### src/rtl/uart_pkg.sv
// Shared types and helpers for the parameterised UART receiver.
package uart_pkg;

    typedef enum logic [2:0] {
        IDLE  = 3'd0,
        START = 3'd1,
        DATA  = 3'd2,
        PAR   = 3'd3,
        STOP  = 3'd4
    } rx_state_t;

    localparam int PAR_NONE = 0;
    localparam int PAR_EVEN = 1;
    localparam int PAR_ODD  = 2;

    // Ceiling log2; returns 0 for values of 1 or less.
    function automatic int clog2(input int value);
        int result;
        int v;
        result = 0;
        v = value - 1;
        while (v > 0) begin
            result = result + 1;
            v = v >> 1;
        end
        return result;
    endfunction

endpackage

### src/rtl/uart_rx_sampler.sv
// rx synchronizer plus the bit-timing counter that emits a sample strobe
// half a bit into START and one full bit period after every later sample.
module uart_rx_sampler
    import uart_pkg::*;
#(
    parameter int CLKS_PER_BIT = 16
) (
    input  logic clk,
    input  logic rst_n,
    input  logic clock_enable,
    input  logic rx,
    input  logic active,
    input  logic half,
    output logic rx_sync,
    output logic sample_stb
);

    localparam int CNT_W = clog2(CLKS_PER_BIT);
    localparam logic [CNT_W-1:0] HALF_LAST = CNT_W'(CLKS_PER_BIT / 2 - 1);
    localparam logic [CNT_W-1:0] FULL_LAST = CNT_W'(CLKS_PER_BIT - 1);

    logic [1:0]       sync_q, sync_d;
    logic [CNT_W-1:0] cnt_q, cnt_d;
    logic [CNT_W-1:0] last_cnt;

    always_comb begin
        sync_d     = sync_q;
        cnt_d      = cnt_q;
        sample_stb = 1'b0;
        last_cnt   = half ? HALF_LAST : FULL_LAST;
        if (clock_enable) begin
            sync_d = {sync_q[0], rx};
            // The counter restarts at every strobe so samples stay one bit apart.
            if (active) begin
                if (cnt_q == last_cnt) begin
                    sample_stb = 1'b1;
                    cnt_d      = '0;
                end else begin
                    cnt_d = cnt_q + CNT_W'(1);
                end
            end
        end
    end

    always_ff @(posedge clk or negedge rst_n) begin
        if (!rst_n) begin
            sync_q <= 2'b11;
            cnt_q  <= '0;
        end else begin
            sync_q <= sync_d;
            cnt_q  <= cnt_d;
        end
    end

    assign rx_sync = sync_q[1];

endmodule

### src/rtl/uart_receiver_param.sv
// Parameterised UART receiver with optional parity, 1/2 stop bits and a
// valid/ready output holding register with sticky overrun.
module uart_receiver_param
    import uart_pkg::*;
#(
    parameter int DATA_BITS    = 8,
    parameter int CLKS_PER_BIT = 16,
    parameter int PARITY       = 0,
    parameter int STOP_BITS    = 1
) (
    input  logic                 CLKIN,
    input  logic                 RESETN,
    input  logic                 clock_enable,
    input  logic                 rx,
    input  logic                 ready,
    output logic [DATA_BITS-1:0] data,
    output logic                 valid,
    output logic                 parity_err,
    output logic                 frame_err,
    output logic                 overrun
);

    localparam int BIT_W = clog2(DATA_BITS + 1);
    localparam logic [BIT_W-1:0] DATA_LAST = BIT_W'(DATA_BITS - 1);
    localparam logic [BIT_W-1:0] STOP_LAST = BIT_W'(STOP_BITS - 1);
    localparam logic             ODD_SENSE = (PARITY == PAR_ODD);

    rx_state_t            state_q, state_d;
    logic [BIT_W-1:0]     bit_cnt_q, bit_cnt_d;
    logic [DATA_BITS-1:0] shift_q, shift_d;
    logic                 par_bit_q, par_bit_d;
    logic                 stop_err_q, stop_err_d;
    logic [DATA_BITS-1:0] data_q, data_d;
    logic                 valid_q, valid_d;
    logic                 parity_err_q, parity_err_d;
    logic                 frame_err_q, frame_err_d;
    logic                 overrun_q, overrun_d;

    logic rx_sync;
    logic sample_stb;
    logic load;
    logic transfer;
    logic stop_bad;
    logic par_mismatch;

    uart_rx_sampler #(
        .CLKS_PER_BIT(CLKS_PER_BIT)
    ) u_sampler (
        .clk         (CLKIN),
        .rst_n       (RESETN),
        .clock_enable(clock_enable),
        .rx          (rx),
        .active      (state_q != IDLE),
        .half        (state_q == START),
        .rx_sync     (rx_sync),
        .sample_stb  (sample_stb)
    );

    always_comb begin
        state_d      = state_q;
        bit_cnt_d    = bit_cnt_q;
        shift_d      = shift_q;
        par_bit_d    = par_bit_q;
        stop_err_d   = stop_err_q;
        data_d       = data_q;
        valid_d      = valid_q;
        parity_err_d = parity_err_q;
        frame_err_d  = frame_err_q;
        overrun_d    = overrun_q;
        load         = 1'b0;
        stop_bad     = stop_err_q | ~rx_sync;
        par_mismatch = (PARITY != PAR_NONE) && ((^shift_q ^ par_bit_q) != ODD_SENSE);
        transfer     = clock_enable && valid_q && ready;

        case (state_q)
            IDLE: begin
                if (clock_enable && !rx_sync) begin
                    state_d   = START;
                    bit_cnt_d = '0;
                end
            end
            START: begin
                // A start bit that is high again at mid-bit was a glitch.
                if (sample_stb) begin
                    if (rx_sync) begin
                        state_d = IDLE;
                    end else begin
                        state_d    = DATA;
                        bit_cnt_d  = '0;
                        stop_err_d = 1'b0;
                    end
                end
            end
            DATA: begin
                if (sample_stb) begin
                    shift_d = {rx_sync, shift_q[DATA_BITS-1:1]};
                    if (bit_cnt_q == DATA_LAST) begin
                        bit_cnt_d = '0;
                        state_d   = (PARITY != PAR_NONE) ? PAR : STOP;
                    end else begin
                        bit_cnt_d = bit_cnt_q + BIT_W'(1);
                    end
                end
            end
            PAR: begin
                if (sample_stb) begin
                    par_bit_d = rx_sync;
                    state_d   = STOP;
                end
            end
            STOP: begin
                if (sample_stb) begin
                    if (bit_cnt_q == STOP_LAST) begin
                        load      = 1'b1;
                        bit_cnt_d = '0;
                        state_d   = IDLE;
                    end else begin
                        stop_err_d = stop_bad;
                        bit_cnt_d  = bit_cnt_q + BIT_W'(1);
                    end
                end
            end
            default: state_d = IDLE;
        endcase

        // A completing frame wins over the consumer; overrun only clears on a
        // plain transfer, and is left alone when consume and load coincide.
        if (load) begin
            data_d       = shift_q;
            parity_err_d = par_mismatch;
            frame_err_d  = stop_bad;
            valid_d      = 1'b1;
            if (valid_q && !transfer) begin
                overrun_d = 1'b1;
            end
        end else if (transfer) begin
            valid_d   = 1'b0;
            overrun_d = 1'b0;
        end
    end

    always_ff @(posedge CLKIN or negedge RESETN) begin
        if (!RESETN) begin
            state_q      <= IDLE;
            bit_cnt_q    <= '0;
            shift_q      <= '0;
            par_bit_q    <= 1'b0;
            stop_err_q   <= 1'b0;
            data_q       <= '0;
            valid_q      <= 1'b0;
            parity_err_q <= 1'b0;
            frame_err_q  <= 1'b0;
            overrun_q    <= 1'b0;
        end else begin
            state_q      <= state_d;
            bit_cnt_q    <= bit_cnt_d;
            shift_q      <= shift_d;
            par_bit_q    <= par_bit_d;
            stop_err_q   <= stop_err_d;
            data_q       <= data_d;
            valid_q      <= valid_d;
            parity_err_q <= parity_err_d;
            frame_err_q  <= frame_err_d;
            overrun_q    <= overrun_d;
        end
    end

    assign data       = data_q;
    assign valid      = valid_q;
    assign parity_err = parity_err_q;
    assign frame_err  = frame_err_q;
    assign overrun    = overrun_q;

endmodule

### config.mk
export PLATFORM = sky130hd
export DESIGN_NAME = uart_receiver_param
export DESIGN_NICKNAME = d
export VERILOG_FILES = /design/src/rtl/uart_pkg.sv /design/src/rtl/uart_rx_sampler.sv /design/src/rtl/uart_receiver_param.sv
export SDC_FILE = /design/constraint.sdc
export NUM_CORES = 1
export LEC_CHECK = 0
export ABC_CLOCK_PERIOD_IN_PS = 3160
export BUFFER_PORTS_ARGS = -buffer_cell sky130_fd_sc_hd__clkbuf_2
export CORE_UTILIZATION = 60
export CTS_BUF_LIST = sky130_fd_sc_hd__clkbuf_2
export DETAILED_ROUTE_END_ITERATION = 8
export HOLD_SLACK_MARGIN = 0.05
export PLACE_DENSITY = 0.81
export SYNTH_ARGS = -nofsm -noshare
export SYNTH_HDL_FRONTEND = slang
export SYNTH_SLANG_ARGS = --single-unit
### constraint.sdc
create_clock -name CLKIN -period 3.16 [get_ports CLKIN]
set_input_delay 0.316 -clock CLKIN [delete_from_list [all_inputs] [get_ports CLKIN]]
set_output_delay 0.316 -clock CLKIN [all_outputs]
set_load 0.03 [all_outputs]
# == Word-level counts from Yosys, hierarchy flattened ==
# Index checks and enable logic that the tools add are counted.
# totals
register_bits,33
out_inout_bits,12
inputBits,5
# classes
n_addsub,2
n_mux,34
reduce_logical,18
n_bitwise,2
n_eq_ne,16
# op_table
cell,n
two-way mux 4 bit,9
two-way mux 3 bit,7
inequality test 2 bit (second input constant),9
case mux 4 bit (4 select lines),1
case mux 3 bit (5 select lines),1
two-way mux 1 bit,14
adder 4 x 1 -> 4 bit (second input constant),2
AND reduction 7 bit,1
== test 3 x 2 -> 1 bit (second input constant),2
AND reduction 2 bit,3
AND reduction 6 bit,1
AND reduction 5 bit,1
== test 4 x 3 -> 1 bit (second input constant),1
== test 4 bit,1
logical AND 1 bit,4
logical NOT 4 bit,1
nonzero test 2 bit,2
nonzero test 4 bit,1
== test 3 x 1 -> 1 bit (second input constant),1
== test 3 bit (second input constant),1
logical NOT 3 bit,1
nonzero test 3 bit,1
logical NOT 1 bit,2
two-way mux 2 bit,1
4 further kinds,4

# == Longest topological paths before layout ==
# logic_depth
ltp_word,10
ltp_mapped,7

# == Modules after synthesis ==
# From an unflattened synthesis, not the netlist that was laid out.
# hier_totals
hier_cells,150
hier_area_um2,1610.3
# by_module_without_submodules
mod,cells_per_inst,area_per_inst_um2,instances
uart_receiver_param,128,1327.5,1
uart_rx_sampler,22,282.8,1

# == Worst setup path after synthesis ==
# Ideal clock, no wire load.
# synth_path
path_type,register to register
start,register u_sampler.cnt_q[0]
end,register bit_cnt_q[0]
path_slack_ns,1.479
synth_period_minus_slack_ns,1.681
arrival_time_ns,1.553
stages_incl_launch_ff,6
required_ns,3.032
path_buffers,0
path_cell_list,dfrtp_1 ha_1 and4_1 o32ai_4 a21oi_2 mux2_1
# synth_via
elab_chain_cells,6
word_cells_on_any_way,8
# synth_lines
item,line,source
start: declaration,uart_rx_sampler.sv:23,"logic [CNT_W-1:0] cnt_q, cnt_d;"
start signal: assignment,uart_rx_sampler.sv:51,cnt_q <= cnt_d;
== test 4 bit (*),uart_rx_sampler.sv:35,if (cnt_q == last_cnt) begin
two-way mux 1 bit (*),uart_rx_sampler.sv:35,
two-way mux 1 bit (*),uart_rx_sampler.sv:34,if (active) begin
two-way mux 1 bit (*),uart_rx_sampler.sv:31,if (clock_enable) begin
inequality test 2 bit (no line),n/a,
AND reduction 6 bit (no line) (*),n/a,
end signal: assignment,uart_receiver_param.sv:156,bit_cnt_q <= bit_cnt_d;
end: declaration,uart_receiver_param.sv:29,"logic [BIT_W-1:0] bit_cnt_q, bit_cnt_d;"
# Mark *: on every way between the ends. The rest lies on a longest branch, timed or not.
# A chain may end at the register's enable or synchronous reset.

# == Final worst setup path ==
# layout_path
start,register u_sampler.cnt_q[0]
end,"register overrun_q, in the netlist overrun"
# layout_via
elab_chain_cells,8
word_cells_on_any_way,10
# layout_lines
item,line,source
== test 4 bit (*),uart_rx_sampler.sv:35,
two-way mux 1 bit (*),uart_rx_sampler.sv:35,
two-way mux 1 bit (*),uart_rx_sampler.sv:34,
two-way mux 1 bit (*),uart_rx_sampler.sv:31,
two-way mux 1 bit (*),uart_receiver_param.sv:112,if (sample_stb) begin
two-way mux 1 bit (*),uart_receiver_param.sv:75,case (state_q)
inequality test 2 x 1 -> 1 bit (no line) / nonzero test 2 bit (equally long branches),n/a,
AND reduction 2 bit (no line),n/a,
end signal: assignment,uart_receiver_param.sv:164,overrun_q <= overrun_d;
end: declaration,uart_receiver_param.sv:37,"logic overrun_q, overrun_d;"
# Marked as above.

==> impl_metrics.xml <==
<?xml version="1.0" encoding="UTF-8"?>
<metrics>
  <group name="status">
    <metric name="run_status" unit="">completed</metric>
  </group>
  <group name="synthesis">
    <metric name="synth.yosys.seq_area_share" unit="%">48.8</metric>
    <metric name="netlist_top_cells_area" unit="">dfrtp_1 (46%), nand2_1 (7.1%), mux2_1 (4.0%)</metric>
    <metric name="netlist.top_cell.by_area" unit="">dfrtp_1</metric>
    <metric name="synth_top_area_share" unit="%">45.7</metric>
    <metric name="synth.cells.most_frequent" unit="">nand2_1 (32), dfrtp_1 (31), nor2_1 (9)</metric>
    <metric name="ys_types" unit="">48</metric>
    <metric name="syn_inst" unit="">161</metric>
    <metric name="ys_dominant_reg_cell" unit="">dfrtp_1</metric>
    <metric name="synth_edf_count" unit="">0</metric>
    <metric name="warning_count_from_the_yosys_run" unit="">0</metric>
    <metric name="yosys_register_bits" unit="">33</metric>
    <metric name="ys_async_sr_fraction" unit="%">100</metric>
    <metric name="post_synth.cell_area_avg" unit="sq um">10.5</metric>
    <metric name="netlist_area_before_placement" unit="sq um">1700</metric>
    <metric name="synth_fp_nets" unit="">169</metric>
    <metric name="synth_most_common_cell" unit="">nand2_1</metric>
  </group>
  <group name="worst_setup_path">
    <metric name="critical_path_peak_fanout" unit="">12</metric>
    <metric name="end_kind" unit="">register</metric>
    <metric name="critical_path_class" unit="">reg -&gt; reg</metric>
    <metric name="crit_chain" unit="">ha_1, and4_1, and3_1, o21ai_0, a31oi_1</metric>
    <metric name="worst_reg2reg_path_depth" unit="">5</metric>
    <metric name="critical_path.startpoint_type" unit="">register</metric>
    <metric name="worst_ep_required_time" unit="ns">3.46</metric>
    <metric name="worstReg2RegEnd" unit="">overrun$_DFFE_PN0P_</metric>
    <metric name="slowest_cell_on_the_critical_path" unit="">and3_1</metric>
    <metric name="r2r_slack" unit="ns">1.29</metric>
    <metric name="critPathMaxStageDelay" unit="ns">0.45</metric>
    <metric name="cpLargestDelayFamily" unit="">simple AND/OR/NAND/NOR gates</metric>
    <metric name="cp_data_arrival_time" unit="ns">2.17</metric>
    <metric name="worst-path-buf-inv" unit="">0</metric>
    <metric name="r2r-start" unit="">u_sampler.cnt_q[0]$_DFFE_PN0P_</metric>
  </group>
  <group name="sta">
    <metric name="timing_max_transition_violations_final" unit="">0</metric>
    <metric name="achievable-frequency" unit="GHz">0.535</metric>
    <metric name="report.final.setup_viol" unit="">0</metric>
    <metric name="rsz_0062_raised_after_global_routing" unit="">no</metric>
    <metric name="final_min_period_over_clock_period" unit="%">59.2</metric>
    <metric name="postLayoutSetupSlackWorst" unit="ns">1.29</metric>
    <metric name="setup_tns" unit="ns">0</metric>
    <metric name="timing.slew.headroom" unit="%">46.7</metric>
    <metric name="whs" unit="ns">0.141</metric>
    <metric name="worst_pin_slew" unit="ns">0.799</metric>
    <metric name="skew" unit="ns">0.0220</metric>
    <metric name="post-route-min-period" unit="ns">1.87</metric>
    <metric name="hold_viol" unit="">0</metric>
  </group>
  <group name="final_layout">
    <metric name="final_cell_utilization_of_the_core" unit="%">71.7</metric>
    <metric name="area_growth" unit="%">8.48</metric>
    <metric name="design.final.nets" unit="">185</metric>
    <metric name="drive_gt1_share" unit="%">23.0</metric>
    <metric name="fillers" unit="">193</metric>
    <metric name="num_antenna_cells" unit="">0</metric>
    <metric name="finish.cell_count_without_fillers" unit="">208</metric>
    <metric name="postLayoutCellArea" unit="sq um">1840</metric>
  </group>
  <group name="clock_tree">
    <metric name="tritoncts.num_buffers" unit="">5</metric>
    <metric name="cts.sink_count" unit="">33</metric>
    <metric name="cts.root.buffer_cell" unit="">clkbuf_2</metric>
    <metric name="cts.repair_timing.setup_buffer_count" unit="">0</metric>
    <metric name="clk_latency" unit="ns">0.38</metric>
    <metric name="h_tree_level_count" unit="">2</metric>
    <metric name="cts_tree" unit="">done</metric>
    <metric name="cts.clk_slew.worst_paths" unit="ns">0.15</metric>
    <metric name="cts-root-to-sink-buffers" unit="">2</metric>
  </group>
  <group name="placed_design">
    <metric name="dpl.hpwl" unit="mm">2.16</metric>
    <metric name="io_buffer_count" unit="">15</metric>
    <metric name="placedInstanceArea" unit="sq um">1770</metric>
    <metric name="last_weighted_congestion_value_of_the_routability_driven_placer" unit="">0.877</metric>
    <metric name="placement.setup.worst_slack" unit="ns">1.31</metric>
    <metric name="placed_cells" unit="">199</metric>
  </group>
  <group name="pwr">
    <metric name="combinational_power_share" unit="%">24.2</metric>
    <metric name="power_frac_clock" unit="%">25.3</metric>
    <metric name="p_leak" unit="nW">0.906</metric>
    <metric name="power.total" unit="mW">1.10</metric>
    <metric name="pwr-share-seq" unit="%">50.5</metric>
    <metric name="switching_share" unit="%">32.1</metric>
    <metric name="vdd_ir_drop_max" unit="mV">0.508</metric>
    <metric name="pwr_density_cell" unit="nW/um^2">596</metric>
    <metric name="power.net_switching" unit="mW">0.352</metric>
    <metric name="cell_internal_pwr" unit="mW">0.744</metric>
  </group>
  <group name="grt">
    <metric name="number_of_antenna_violations_at_the_first_check_in_global_routing" unit="">0</metric>
    <metric name="grt_overflow" unit="">0</metric>
    <metric name="grt_pass1_vias" unit="">1147</metric>
    <metric name="grt_start_max_net_pins" unit="">34</metric>
    <metric name="grt_pass1_wl" unit="mm">5.11</metric>
    <metric name="track_usage" unit="%">24.8</metric>
  </group>
  <group name="detailed_routing">
    <metric name="wl_met3" unit="um">101</metric>
    <metric name="vias_per_cell" unit="">5.80</metric>
    <metric name="route.met2.wl" unit="mm">1.43</metric>
    <metric name="num_vias" unit="">1207</metric>
    <metric name="detail_route.wl_per_cell" unit="um">14.6</metric>
    <metric name="drt.antenna.violating_nets" unit="">0</metric>
    <metric name="m1WireLength" unit="mm">1.48</metric>
    <metric name="first_iter_violations" unit="">24</metric>
    <metric name="drt_pass1_iterations" unit="">4</metric>
    <metric name="wire_length_reported_by_the_detailed_router" unit="mm">3.04</metric>
    <metric name="top_layer" unit="">met4</metric>
    <metric name="drcViolationCount" unit="">0</metric>
  </group>
  <group name="floorplanning">
    <metric name="rows" unit="">18</metric>
    <metric name="die_area" unit="sq um">3040</metric>
    <metric name="die_x" unit="um">55.2</metric>
    <metric name="initial_core_utilization" unit="%">66.1</metric>
    <metric name="core_area" unit="sq um">2570</metric>
    <metric name="floorplan.die.height" unit="um">55.2</metric>
    <metric name="io_pins" unit="">17</metric>
  </group>
  <group name="job">
    <metric name="max-cap-violations" unit="">0</metric>
  </group>
  <group name="min_path">
    <metric name="min_path_type" unit="">in -&gt; reg</metric>
    <metric name="hold_path_startpoint" unit="">ready</metric>
    <metric name="worstHoldEndpoint" unit="">overrun$_DFFE_PN0P_</metric>
    <metric name="min_delay_path_depth" unit="">2</metric>
  </group>
</metrics>
-- placed cells by master (no fill, tap or decap), types with 2 or more instances in the layout --
cell / n
a211o_1: 2
a21oi_1: 5
a21oi_2: 2
a31oi_1: 2
and3_1: 2
clkbuf_2: 21
dfrtp_1: 31
dfstp_2: 2
ha_1: 3
inv_1: 7
mux2_1: 6
mux2_2: 5
nand2_1: 32
nand3_1: 4
nand3b_1: 2
nand4_1: 2
nor2_1: 9
nor3b_2: 2
o21ai_0: 6
xnor2_1: 2
xor2_1: 3
-- cell type report --
type | instances | area (sq um) | area share, %
Sequential cell | 33 | 828 | 45.0
Multi-Input combinational cell | 114 | 798 | 43.4
Timing Repair Buffer | 16 | 85.1 | 4.62
Tap cell | 30 | 37.5 | 2.04
Clock inverter | 2 | 35.0 | 1.90
Clock buffer | 6 | 30.0 | 1.63
Inverter | 7 | 26.3 | 1.43
-- worst register-to-register path: stages (launching register included) --
cell and delay, ns:
dfrtp_1 0.41, ha_1 0.26, and4_1 0.36, and3_1 0.45, o21ai_0 0.14, a31oi_1 0.18
-- state kept, by name (all words and copies together) (netlist names) --
| signal | flops |
|---|---|
| u_sampler.cnt_q | 4 |
| valid | 1 |
| state_q | 3 |
| u_sampler.sync_q | 2 |
| stop_err_q | 1 |
| overrun | 1 |
| data | 8 |
| bit_cnt_q | 4 |
| frame_err | 1 |
| shift_q | 8 |
-- worst max path at each step --
stage                                    from                        to  slack (ns)  cells past startpoint
2_1_floorplan  u_sampler.cnt_q[0]$_DFFE_PN0P_  bit_cnt_q[0]$_DFFE_PN0P_        1.48                      5
3_3_place_gp   u_sampler.cnt_q[0]$_DFFE_PN0P_  bit_cnt_q[0]$_DFFE_PN0P_        1.35                      5
3_5_place_dp   u_sampler.cnt_q[0]$_DFFE_PN0P_  bit_cnt_q[0]$_DFFE_PN0P_        1.31                      5
4_1_cts        u_sampler.cnt_q[0]$_DFFE_PN0P_  bit_cnt_q[0]$_DFFE_PN0P_        1.28                      5
5_1_grt        u_sampler.cnt_q[0]$_DFFE_PN0P_  bit_cnt_q[0]$_DFFE_PN0P_        1.18                      5
6_report       u_sampler.cnt_q[0]$_DFFE_PN0P_       overrun$_DFFE_PN0P_        1.29                      5
-- kinds of logic after synthesis --
family	count (synthesis)	synth area share (%)
simple gates	65	19.8
flops	33	48.8
compound gates	28	14.4
buf+inv	14	4.13
mux	12	7.89
xor+xnor	5	2.58
fa+ha+maj	3	2.21
other cells	1	0.221
-- routing by layer --
| metal | up-vias | GRT usage [%] |
|---|---|---|
| met5 | - | 0 |
| met3 | 7 | 8.20 |
| met4 | 0 | 7.92 |
| met2 | 20 | 38.4 |
| li1 | 581 | - |
| met1 | 599 | 32.9 |
-- power by group through the flow --
stage / Clock, mW / Sequential, mW / Combinational, mW
after global routing: 0.300 / 0.566 / 0.302
after detailed placement: 0 / 0.562 / 0.265
final: 0.277 / 0.553 / 0.266
after global placement: 0 / 0.555 / 0.251
after floorplan: 0 / 0.531 / 0.236
after CTS: 0.286 / 0.553 / 0.267
-- repair_timing --
item | CTS | global route
hold buffers | 1 | 0
endpoints found under the hold margin | 31 | 0
resized for setup | 0 | 0
No activity file was read; power rests on OpenSTA's default activity.
